<file path="src/rtl/sr_ff_bank.sv">
// Bank of WIDTH synchronous SR flip-flops sharing one enable. It has a selectable S=R=1 policy,
// per-channel conflict pulses, a sticky conflict flag and a saturating counter of edges on which q changed.
module sr_ff_bank #(
   parameter int unsigned       WIDTH = 8,
   parameter logic [WIDTH-1:0]  INIT  = '0,
   parameter int unsigned       CNT_W = 8
) (
   input  logic             clk,
   input  logic             rst_n,
   input  logic             en,
   input  logic [WIDTH-1:0] s,
   input  logic [WIDTH-1:0] r,
   input  logic [1:0]       mode,
   input  logic             sticky_clr,
   output logic [WIDTH-1:0] q,
   output logic [WIDTH-1:0] q_n,
   output logic [WIDTH-1:0] conflict,
   output logic             conflict_sticky,
   output logic             changed,
   output logic [CNT_W-1:0] change_cnt
);

   localparam logic [1:0]       MODE_HOLD   = 2'b00;
   localparam logic [1:0]       MODE_SET    = 2'b01;
   localparam logic [1:0]       MODE_RESET  = 2'b10;
   localparam logic [1:0]       MODE_TOGGLE = 2'b11;
   localparam logic [CNT_W-1:0] CNT_MAX     = '1;

   logic [WIDTH-1:0] q_next;
   logic [WIDTH-1:0] conflict_next;
   logic             changed_next;
   logic             sticky_next;
   logic [CNT_W-1:0] cnt_next;

   // Per-channel next state; S=R=1 resolved by the mode sampled on this edge
   always_comb begin
      q_next = q;
      if (en) begin
         for (int unsigned i = 0; i < WIDTH; i++) begin
            case ({s[i], r[i]})
               2'b10:   q_next[i] = 1'b1;
               2'b01:   q_next[i] = 1'b0;
               2'b11: begin
                  case (mode)
                     MODE_HOLD:   q_next[i] = q[i];
                     MODE_SET:    q_next[i] = 1'b1;
                     MODE_RESET:  q_next[i] = 1'b0;
                     MODE_TOGGLE: q_next[i] = ~q[i];
                     default:     q_next[i] = q[i];
                  endcase
               end
               default: q_next[i] = q[i];
            endcase
         end
      end
   end

   // Conflict, change detection, sticky flag (a new conflict beats a clear) and saturating count
   always_comb begin
      conflict_next = '0;
      changed_next  = 1'b0;
      sticky_next   = conflict_sticky;
      cnt_next      = change_cnt;
      if (en) begin
         conflict_next = s & r;
         changed_next  = (q_next != q);
      end
      if (|conflict_next) begin
         sticky_next = 1'b1;
      end else if (sticky_clr) begin
         sticky_next = 1'b0;
      end
      if (changed_next && (change_cnt != CNT_MAX)) begin
         cnt_next = change_cnt + CNT_W'(1);
      end
   end

   always_ff @(posedge clk) begin
      if (!rst_n) begin
         q               <= INIT;
         q_n             <= ~INIT;
         conflict        <= '0;
         conflict_sticky <= 1'b0;
         changed         <= 1'b0;
         change_cnt      <= '0;
      end else begin
         q               <= q_next;
         q_n             <= ~q_next;
         conflict        <= conflict_next;
         conflict_sticky <= sticky_next;
         changed         <= changed_next;
         change_cnt      <= cnt_next;
      end
   end

endmodule
</file>
<file path="config.mk">
export PLATFORM = sky130hd
export DESIGN_NAME = sr_ff_bank
export DESIGN_NICKNAME = d
export VERILOG_FILES = /design/src/rtl/sr_ff_bank.sv
export SDC_FILE = /design/constraint.sdc
export NUM_CORES = 1
export LEC_CHECK = 0
export BUFFER_PORTS_ARGS = -buffer_cell sky130_fd_sc_hd__buf_4
export CAP_MARGIN = 20
export CORE_ASPECT_RATIO = 0.7
export CORE_MARGIN = 2
export CORE_UTILIZATION = 52
export CTS_BUF_LIST = sky130_fd_sc_hd__clkbuf_2 sky130_fd_sc_hd__clkbuf_4 sky130_fd_sc_hd__clkbuf_8
export DETAILED_ROUTE_END_ITERATION = 7
export PLACE_DENSITY = 0.82
export SKIP_LAST_GASP = 1
export SLEW_MARGIN = 20
export SYNTH_ARGS = -nofsm -noshare
export SYNTH_HDL_FRONTEND = slang
export SYNTH_SLANG_ARGS = --single-unit
</file>
<file path="constraint.sdc">
create_clock -name clk -period 2.3 [get_ports clk]
set_input_delay 0 -clock clk [delete_from_list [all_inputs] [get_ports clk]]
set_output_delay 0 -clock clk [all_outputs]
set_load 0.02 [all_outputs]
</file>
==> out/results.ini, run 1 <==
[layout]
area_growth_pct=36.0
fillers=253
nNetsFinal=285
diodes=0
fin_util_pct=73.0
drive_gt1_share_pct=27.8

[global_routing]
grt_max_degree=26
grt-ovfl-total=0
grt_pass1_wl_mm=6.49
track_usage_pct=23.3
grt_antenna_before_repair=0
grt_pass1_vias=1376

[synthesis]
async_flop_share_pct=0
yosysTopAreaCell=dfxtp_1
synth_seq_cells=34
synth_edf_count=0
ys_seq_area_share_pct=40.8
ys.warnings.count=0
synthesis.nets=225
syn_area_um2=1670
synthFlopType=dfxtp_1
yosysTopAreaCellShare_pct=40.8
syn-instance-count=202
postSynthAreaPerCell_um2=8.25
synth.most_common_cell=nand2_1
synth_area_leaders=dfxtp_1 (41%), nand2_1 (9.5%), inv_1 (4.5%)
synthTopCellsByCount=nand2_1 (42), dfxtp_1 (34), inv_1 (20)
synth_cell_types=43

[timing]
worst_slew_pin_slew_ns=0.537
hold_viol_final=0
slew_violations=0
rsz0062_at_grt=false
setup-tns-final_ns=0
fin_skew_ns=0.00439
max_slew_margin_pct=64.0
setup_viol=0
min_period_ns=1.91
fmax_mhz=523
min_period_over_period_pct=83.2

[cts]
clk_latency_ns=0.29
clk_transition_reported_paths_ns=0.07
cts_buffers=5
root_buffer=clkbuf_8
cts_htree_levels=2
cts_tree=done
cts_resized=0
clock_sinks=34
clock_path_buffers=2
post_cts_buffers=0

[setup_path]
regToRegEndpoint=change_cnt[3]
rr_startpoint=q[0]
critical-path-max-stage-delay_ns=0.57
slowest_stage=nor4_4
crit_arrival_ns=2.09
r2r_cells=6
path_cells=and3b_1 > o22ai_2 > o2111ai_2 > nor4_4 > nor3_1 > mux2i_1
cp-end-kind=register
crit_buf_inv=0
required_ns=2.47
critPathLaunchType=register
crit_type=reg2reg
reg2reg_slack_ns=0.39
crit_fanout=9
crit_family=simple AND/OR/NAND/NOR gates

[detailed_routing]
wl_mm=3.93
ant_nets=0
drt_iter0_drc=93
first_pass_iters=4
avgRoutedWirePerCell_um=13.1
via_count=1601
drcViolationCount=0
avgViaCountPerCell=5.32

[power_and_ir_drop]
net-switching-power_uw=376
peakVddDrop_v=0.000427
p_per_area_nw_per_um2=691
power.leakage_nw=1.10
clockPowerShare_pct=43.4
internal-power_mw=1.19
switching_share_pct=24.0
combinationalPowerShare_pct=16.0
power_frac_seq_pct=40.6

[placed_design]
dpl.hpwl_mm=2.81
gp_congestion=0.856
io_buffer_count=55

[job]
cap_viol_max_count=0

[die]
initial_core_util_pct=53.7
core-area_um2=3110
rows=17
die_area_um2=3680
die_width_um=71.7
die_y_um=51.4
io_pins=56

[min_path]
hp-start=r[3]
hold_path_class=in2reg
whs_endpoint=conflict[3]
min_path_cells=3

[status]
status=complete, no violations

[area by class of cell]
class,count,area (µm²),area share [%]
Clock inverter,2,60.1,2.65
Multi-Input combinational cell,142,868,38.3
Sequential cell,34,681,30.0
Tap cell,38,47.5,2.10
Inverter,20,75.1,3.31
Clock buffer,6,82.6,3.64
Timing Repair Buffer,59,453,20.0
[worst max path at each step]
stage	startpoint	endpoint	slack, ns	cells past startpoint
after floorplan	q[3]	change_cnt[5]	0.48	6
after global placement	q[0]	change_cnt[5]	0.47	6
after detailed placement	q[0]	change_cnt[3]	0.42	6
after CTS	q[0]	change_cnt[5]	0.41	6
after global routing	q[4]	change_cnt[3]	0.19	6
final	q[0]	change_cnt[3]	0.39	6
[flip-flops by register name, summed over array words and instances, names as in the netlist]
name / flops
conflict: 8
conflict_sticky: 1
q_n: 8
change_cnt: 8
changed: 1
q: 8
[worst register-to-register path, delay by kind of cell (launching register included)]
kind            cells  cell delay, ns
simple gates        3            0.95
flops               1            0.46
compound gates      2            0.25
mux                 1            0.15
[cells by family after synthesis]
kind of cell             count (synthesis)  share of synthesized area (%)
AND/OR/NAND/NOR                         90                           26.6
AO/OA/AOI/OAI                           44                           20.6
multiplexers                             7                           4.20
adder cells (fa/ha/maj)                  1                          0.751
buffers and inverters                   26                           7.06
flip-flops                              34                           40.8
[power by group through the flow]
stage / clock network [mW] / logic [mW] / registers (mW)
3_3_place_gp: 0 / 0.241 / 0.649
6_report: 0.680 / 0.251 / 0.637
4_1_cts: 0.688 / 0.249 / 0.636
5_1_grt: 0.716 / 0.274 / 0.640
2_1_floorplan: 0 / 0.113 / 0.679
3_5_place_dp: 0 / 0.244 / 0.650
[stage by stage]
stage / hold WS (ns) / total power [mW] / std cells / setup slack (ns) / cell area [µm²]
floorplan: 0.136 / 0.792 / 202 / 0.480 / 1670
global placement: 0.288 / 0.890 / 289 / 0.471 / 2080
detailed placement: 0.283 / 0.894 / 289 / 0.417 / 2080
CTS: 0.00555 / 1.57 / 300 / 0.406 / 2260
global route: 0.00119 / 1.63 / 301 / 0.189 / 2270
finish: 0.0125 / 1.57 / 301 / 0.386 / 2270
[cells in the final DEF (no fill, tap or decap), types with 2 or more instances in the layout]
master         count
o211ai_1           8
bufinv_16          2
dlygate4sd3_1      4
a21oi_1            6
nand3_1            5
nand4_1            3
a22oi_1            2
buf_4             55
a21boi_0           2
nor2b_1            3
mux2i_1            7
nor2_1            15
nor3b_1            2
and2b_2            2
clkbuf_8           6
o21ai_0            4
inv_1             20
nand2b_1           8
nand2_1           42
dfxtp_1           34
a21o_1             5
nor4_1             2
o211a_1            5
[timing repair]
action	in CTS	in global routing
hold buffers	3	1
endpoints found under the hold margin	2	1
endpoints found under the setup margin	0	0
[layer usage]
metal	GRT usage [%]	vias to the layer above	routed length, µm
met1	31.8	727	1940
li1	-	813	-
met5	0	-	0
met2	34.1	53	1680
met4	8.49	0	53
met3	7.89	8	261
(Power assumes the default switching activity.)
==> run 2, diff against run 1 <==
==> constraint.sdc (replaced) <==
create_clock -name clk -period 1.77 [get_ports clk]
set_input_delay 0 -clock clk [delete_from_list [all_inputs] [get_ports clk]]
set_output_delay 0 -clock clk [all_outputs]
set_load 0.02 [all_outputs]
==> run 2 against run 1 <==
  * Clock skew decreased by 0.0012 ns
  * Worst setup slack lost 0.32 ns
  * Maximum frequency rose by 12%
  * First-iteration DRC count is 7.5% higher
  * Critical endpoint unchanged
==> out/results.ini, run 2 (synthesis results as in run 1) <==
[cts]
clk_transition_reported_paths_ns=0.07  ; about the same
cts_buffers=5  ; unchanged
root_buffer=clkbuf_8
cts_tree=done
cts_htree_levels=2  ; unchanged
clk_latency_ns=0.28  ; about the same
clock_sinks=34  ; unchanged
clock_path_buffers=2  ; unchanged

[min_path]
hold_path_class=in2reg

[detailed_routing]
drt_iter0_drc=100  ; +7.5%
avgRoutedWirePerCell_um=13.8  ; +5.3%
ant_nets=0  ; unchanged
drcViolationCount=0  ; unchanged
avgViaCountPerCell=5.37  ; +0.99%
first_pass_iters=4  ; unchanged
wl_mm=4.18  ; +6.3%
via_count=1633  ; +2.0%

[die]
die_width_um=71.7  ; unchanged
die_y_um=51.4  ; unchanged
initial_core_util_pct=53.7  ; unchanged
core-area_um2=3110  ; unchanged
die_area_um2=3680  ; unchanged
rows=17  ; unchanged
io_pins=56  ; unchanged

[status]
status=complete, no violations

[placed_design]
io_buffer_count=55  ; unchanged
place_area_um2=2120  ; +1.9%
placed_cells=294  ; +1.7%
gp_congestion=0.801  ; -6.4%
dpl_worst_slack_ns=0.0352  ; -0.382 ns
dpl.hpwl_mm=2.88  ; +2.5%

[layout]
nNetsFinal=288  ; +1.1%
finalInstanceArea_um2=2290  ; +0.88%
layout_commonest_cell=buf_4
area_growth_pct=37.2
drive_gt1_share_pct=31.6  ; +3.8 points
final_cell_mix=buf_4 (59), nand2_1 (42), dfxtp_1 (32)
layout.cells.non_filler=304  ; +1.0%
diodes=0  ; unchanged

[timing]
max_slew_margin_pct=80.0  ; +16 points
slew_violations=0  ; unchanged
hold_ws_ns=0.00980  ; -0.00268 ns
setup_viol=0  ; unchanged
min_period_over_period_pct=96.5  ; +13 points
fmax_mhz=586  ; +12%
fin_skew_ns=0.00319  ; -0.00120 ns
rsz0062_at_grt=true
hold_viol_final=0  ; unchanged
min_period_ns=1.71  ; -0.206 ns
setup_ws_ns=0.0621  ; -0.324 ns
setup-tns-final_ns=0  ; unchanged
worst_slew_pin_slew_ns=0.299  ; -0.238 ns

[global_routing]
track_usage_pct=23.8  ; +0.52 points
grt_pass1_wl_mm=6.60  ; +1.6%
grt-ovfl-total=0  ; unchanged
grt_antenna_before_repair=0  ; unchanged
grt_max_degree=26  ; unchanged
grt_pass1_vias=1393  ; +1.2%

[power_and_ir_drop]
power.leakage_nw=1.11  ; +0.90%
p_per_area_nw_per_um2=827  ; +20%
peakVddDrop_v=0.000626  ; +47%

[setup_path]
critPathLaunchType=register
critical-path-max-stage-delay_ns=0.34  ; -0.23 ns
required_ns=1.93  ; -0.54 ns
crit_arrival_ns=1.87  ; -0.22 ns
crit_fanout=9  ; unchanged
cp-end-kind=register
slowest_stage=dfxtp_1
crit_buf_inv=1  ; +1
path_cells=a22o_1 > a221oi_2 > o211ai_1 > nor4_4 > buf_6 > nor3_1 > mux2i_1
crit_family=compound AO/OA/AOI/OAI gates
crit_type=reg2reg

[job]
cap_viol_max_count=0  ; unchanged

==> run 2: worst paths after layout <==
check | startpoint | endpoint | slack, ns | cells past startpoint
min | r[5] | conflict[5] | 0.01 | 3
max reg2reg | q[4] | change_cnt[3] | 0.06 | 7
max | q[4] | change_cnt[3] | 0.06 | 7
min reg2reg | change_cnt[6] | change_cnt[6] | 0.49 | 2
==> run 2: through the flow <==
stage | total power, mW | utilization (%)
finish | 1.89 | 73.7
global route | 1.97 | 73.7
CTS | 1.90 | 72.7
detailed placement | 1.17 | 68.4
global placement | 1.17 | 68.4
floorplan | 1.03 | -
==> run 2: layout make-up <==
type	count	area, µm²
Inverter	20	75.1
Sequential cell	34	683
Clock inverter	1	30.0
Clock buffer	7	83.8
Timing Repair Buffer	62	474
Multi-Input combinational cell	142	893
Tap cell	38	47.5
Fill cell	246	818
==> run 2: what timing repair did <==
item	in CTS	in global routing
setup buffers	0	0
hold buffers	2	0
endpoints found under the hold margin	1	0
resized for setup	0	5
endpoints found under the setup margin	0	8
==> run 2: routing by layer <==
metal / track usage, % / part of all wire, % / wire, µm
met5: 0 / 0 / 0
met4: 6.60 / 1.1 / 44
met3: 6.51 / 7.1 / 296
met2: 36.0 / 45 / 1900
met1: 33.4 / 46 / 1940
==> run 2: power by group <==
part / switching, mW / leakage, nW / internal, mW
clock: 0.272 / 0.0593 / 0.452
combinational: 0.187 / 0.771 / 0.156
sequential: 0.0250 / 0.279 / 0.800
==> run 2: tightest hold or removal path: cells and delay by family <==
family | cells | cell delay [ns]
and+or+nand+nor | 2 | 0.16
buffers and inverters | 1 | 0.10
==> run 3, diff against run 2 <==
--- a/config.mk
+++ b/config.mk
@@ -9,12 +9,10 @@
 export CAP_MARGIN = 20
 export CORE_ASPECT_RATIO = 0.7
 export CORE_MARGIN = 2
-export CORE_UTILIZATION = 52
+export CORE_UTILIZATION = 30
 export CTS_BUF_LIST = sky130_fd_sc_hd__clkbuf_2 sky130_fd_sc_hd__clkbuf_4 sky130_fd_sc_hd__clkbuf_8
 export DETAILED_ROUTE_END_ITERATION = 7
-export PLACE_DENSITY = 0.82
 export SKIP_LAST_GASP = 1
-export SLEW_MARGIN = 20
 export SYNTH_ARGS = -nofsm -noshare
 export SYNTH_HDL_FRONTEND = slang
 export SYNTH_SLANG_ARGS = --single-unit
==> constraint.sdc (replaced) <==
create_clock -name clk -period 1.6 [get_ports clk]
set_input_delay 0 -clock clk [delete_from_list [all_inputs] [get_ports clk]]
set_output_delay 0 -clock clk [all_outputs]
set_load 0.02 [all_outputs]
==> run 3 against run 2 <==
  * Sequential share of layout area decreased by 2.2 points
  * Flip-flop and latch count unchanged
  * Register-to-register slack got worse by 0.19 ns
  * Clock power decreased by 7.6%
  * Clock skew increased by 0.0052 ns
  * Critical path depth unchanged
  * Non-clock buffer count increased by 20
  * Critical path type unchanged
  * Largest cell class unchanged
  * Global-route usage decreased by 8.7 points
  * The flow now finishes with violations (setup timing)
  * Clock-buffer cell count decreased by 1
  * Utilization decreased by 27 points
  * Largest power group unchanged
==> out/results.ini, run 3 (synthesis results as in run 1) <==
[power_and_ir_drop]
p_per_area_nw_per_um2=806  ; -2.5%
combinationalPowerShare_pct=21.3  ; +3.2 points
internal-power_mw=1.43  ; +1.9%
clockPowerShare_pct=33.5  ; -4.8 points
power.leakage_nw=1.20  ; +8.1%
net-switching-power_uw=566  ; +17%
power_mw=2.00  ; +5.7%
switching_share_pct=28.3  ; +2.7 points
peakVddDrop_v=0.000381  ; -39%
power_frac_seq_pct=45.3  ; +1.7 points

[detailed_routing]
avgRoutedWirePerCell_um=12.6  ; -8.7%
first_pass_iters=4  ; unchanged
ant_nets=0  ; unchanged
via_count=1699  ; +4.0%
drt_iter0_drc=75  ; -25%
drcViolationCount=0  ; unchanged
wl_mm=4.50  ; +7.6%
avgViaCountPerCell=4.75  ; -12%

[placed_design]
dpl.hpwl_mm=3.36  ; +17%
io_buffer_count=55  ; unchanged
dpl_worst_slack_ns=-0.116  ; -0.152 ns
place_area_um2=2300  ; +8.1%
gp_congestion=0.807  ; +0.79%

[cts]
clk_latency_ns=0.29  ; about the same
root_buffer=clkbuf_8
clk_transition_reported_paths_ns=0.08  ; about the same
clock_path_buffers=2  ; unchanged
cts_buffers=5  ; unchanged
cts_tree=done
clock_sinks=34  ; unchanged
cts_htree_levels=2  ; unchanged

[global_routing]
track_usage_pct=15.2  ; -8.7 points
grt-ovfl-total=0  ; unchanged
grt_max_degree=26  ; unchanged
grt_antenna_before_repair=0  ; unchanged
grt_pass1_vias=1493  ; +7.2%
grt_pass1_wl_mm=7.18  ; +8.9%

[setup_path]
crit_arrival_ns=1.89  ; +0.02 ns
critPathLaunchType=register
crit_fanout=4  ; -5
r2r_cells=7  ; unchanged
crit_type=reg2reg
required_ns=1.77  ; -0.16 ns
cp-end-kind=register

[layout]
area_growth_pct=48.9
drive_gt1_share_pct=36.4  ; +4.8 points
fin_util_pct=46.7  ; -27 points
diodes=0  ; unchanged
nNetsFinal=308  ; +6.9%
final_cell_mix=buf_4 (76), nand2_1 (42), dfxtp_1 (30)
layout_commonest_cell=buf_4
finalInstanceArea_um2=2480  ; +8.5%

[timing]
rsz0062_at_grt=true
fmax_mhz=579  ; -1.1%
setup_viol=9  ; +9
fin_skew_ns=0.00839  ; +0.00519 ns
min_period_ns=1.73  ; +0.0182 ns
hold_viol_final=0  ; unchanged
worst_slew_pin_slew_ns=0.337  ; +0.0386 ns
min_period_over_period_pct=108  ; +11 points
setup_ws_ns=-0.126  ; -0.188 ns
max_slew_margin_pct=77.4  ; -2.5 points
hold_ws_ns=0.0179  ; +0.00810 ns
slew_violations=0  ; unchanged

[min_path]
hold_path_class=in2reg
min_path_cells=3  ; unchanged

[status]
status=complete, but fails checks
failed_checks=setup timing

[die]
die_width_um=93.1  ; +30%
rows=22  ; +5
io_pins=56  ; unchanged
die_area_um2=6180  ; +68%
core-area_um2=5310  ; +71%
initial_core_util_pct=31.4  ; -22 points
die_y_um=66.4  ; +29%

[job]
cap_viol_max_count=0  ; unchanged

## run 3: cell count changes in the layout (fill, tap and decap cells not counted), moves of 2 or more
cell,delta
buf_4,+17
clkbuf_4,-2
dfxtp_1,-2
dfxtp_2,+2
dlygate4sd3_1,+2
## run 3: routing by layer
metal | vias up | GRT usage [%] | part of all wire [%]
met5 | - | 0 | 0
met4 | 0 | 4.96 | 0.87
met3 | 4 | 3.88 | 6.6
met2 | 51 | 22.3 | 42
met1 | 783 | 21.5 | 51
li1 | 861 | - | -
## run 3: final cells by class
cell class | count | area, µm²
fillers | 531 | 2830
multi-input cells | 142 | 902
flip-flops and latches | 34 | 686
repair buffers | 82 | 633
well taps | 72 | 90.1
clock buffers | 6 | 82.6
inverters | 20 | 75.1
clock inverters | 2 | 12.5
## run 3: worst max-delay path: stages (launching register included)
cell and delay, ns:
dfxtp_2 0.33, a22o_1 0.24, a221oi_2 0.26, o211ai_1 0.16, nor4_4 0.22, buf_4 0.21, nor4_4 0.05, mux2i_1 0.13
## run 3: path summary, 6_finish.rpt
check                  start         endpoint  slack [ns]
max                     q[4]    change_cnt[6]       -0.13
min                     r[4]      conflict[4]        0.02
max reg2reg             q[4]    change_cnt[6]       -0.13
min reg2reg  conflict_sticky  conflict_sticky        0.49
## run 3: timing repair
action                     in CTS  in global routing
cloned                          0                  1
hold endpoints to repair        3                  0
setup endpoints to repair       8                  9
setup buffers                   0                  1
hold buffers                    4                  0
pin swaps                       1                  1
gates resized for setup         4                  4
## run 3: metrics by stage
stage,instances,setup TNS [ns]
floorplan,202,-0.884
global placement,344,-0.412
detailed placement,344,-0.681
CTS,356,-0.660
global route,358,-1.71
finish,358,-0.776
## run 3: power groups by stage
stage               combinational [mW]  sequential [mW]  clock, mW
finish                           0.425            0.905      0.669
global placement                 0.406            0.924          0
detailed placement               0.410            0.924          0
floorplan                        0.163            0.978          0
global route                     0.465            0.909      0.736
CTS                              0.422            0.904      0.693
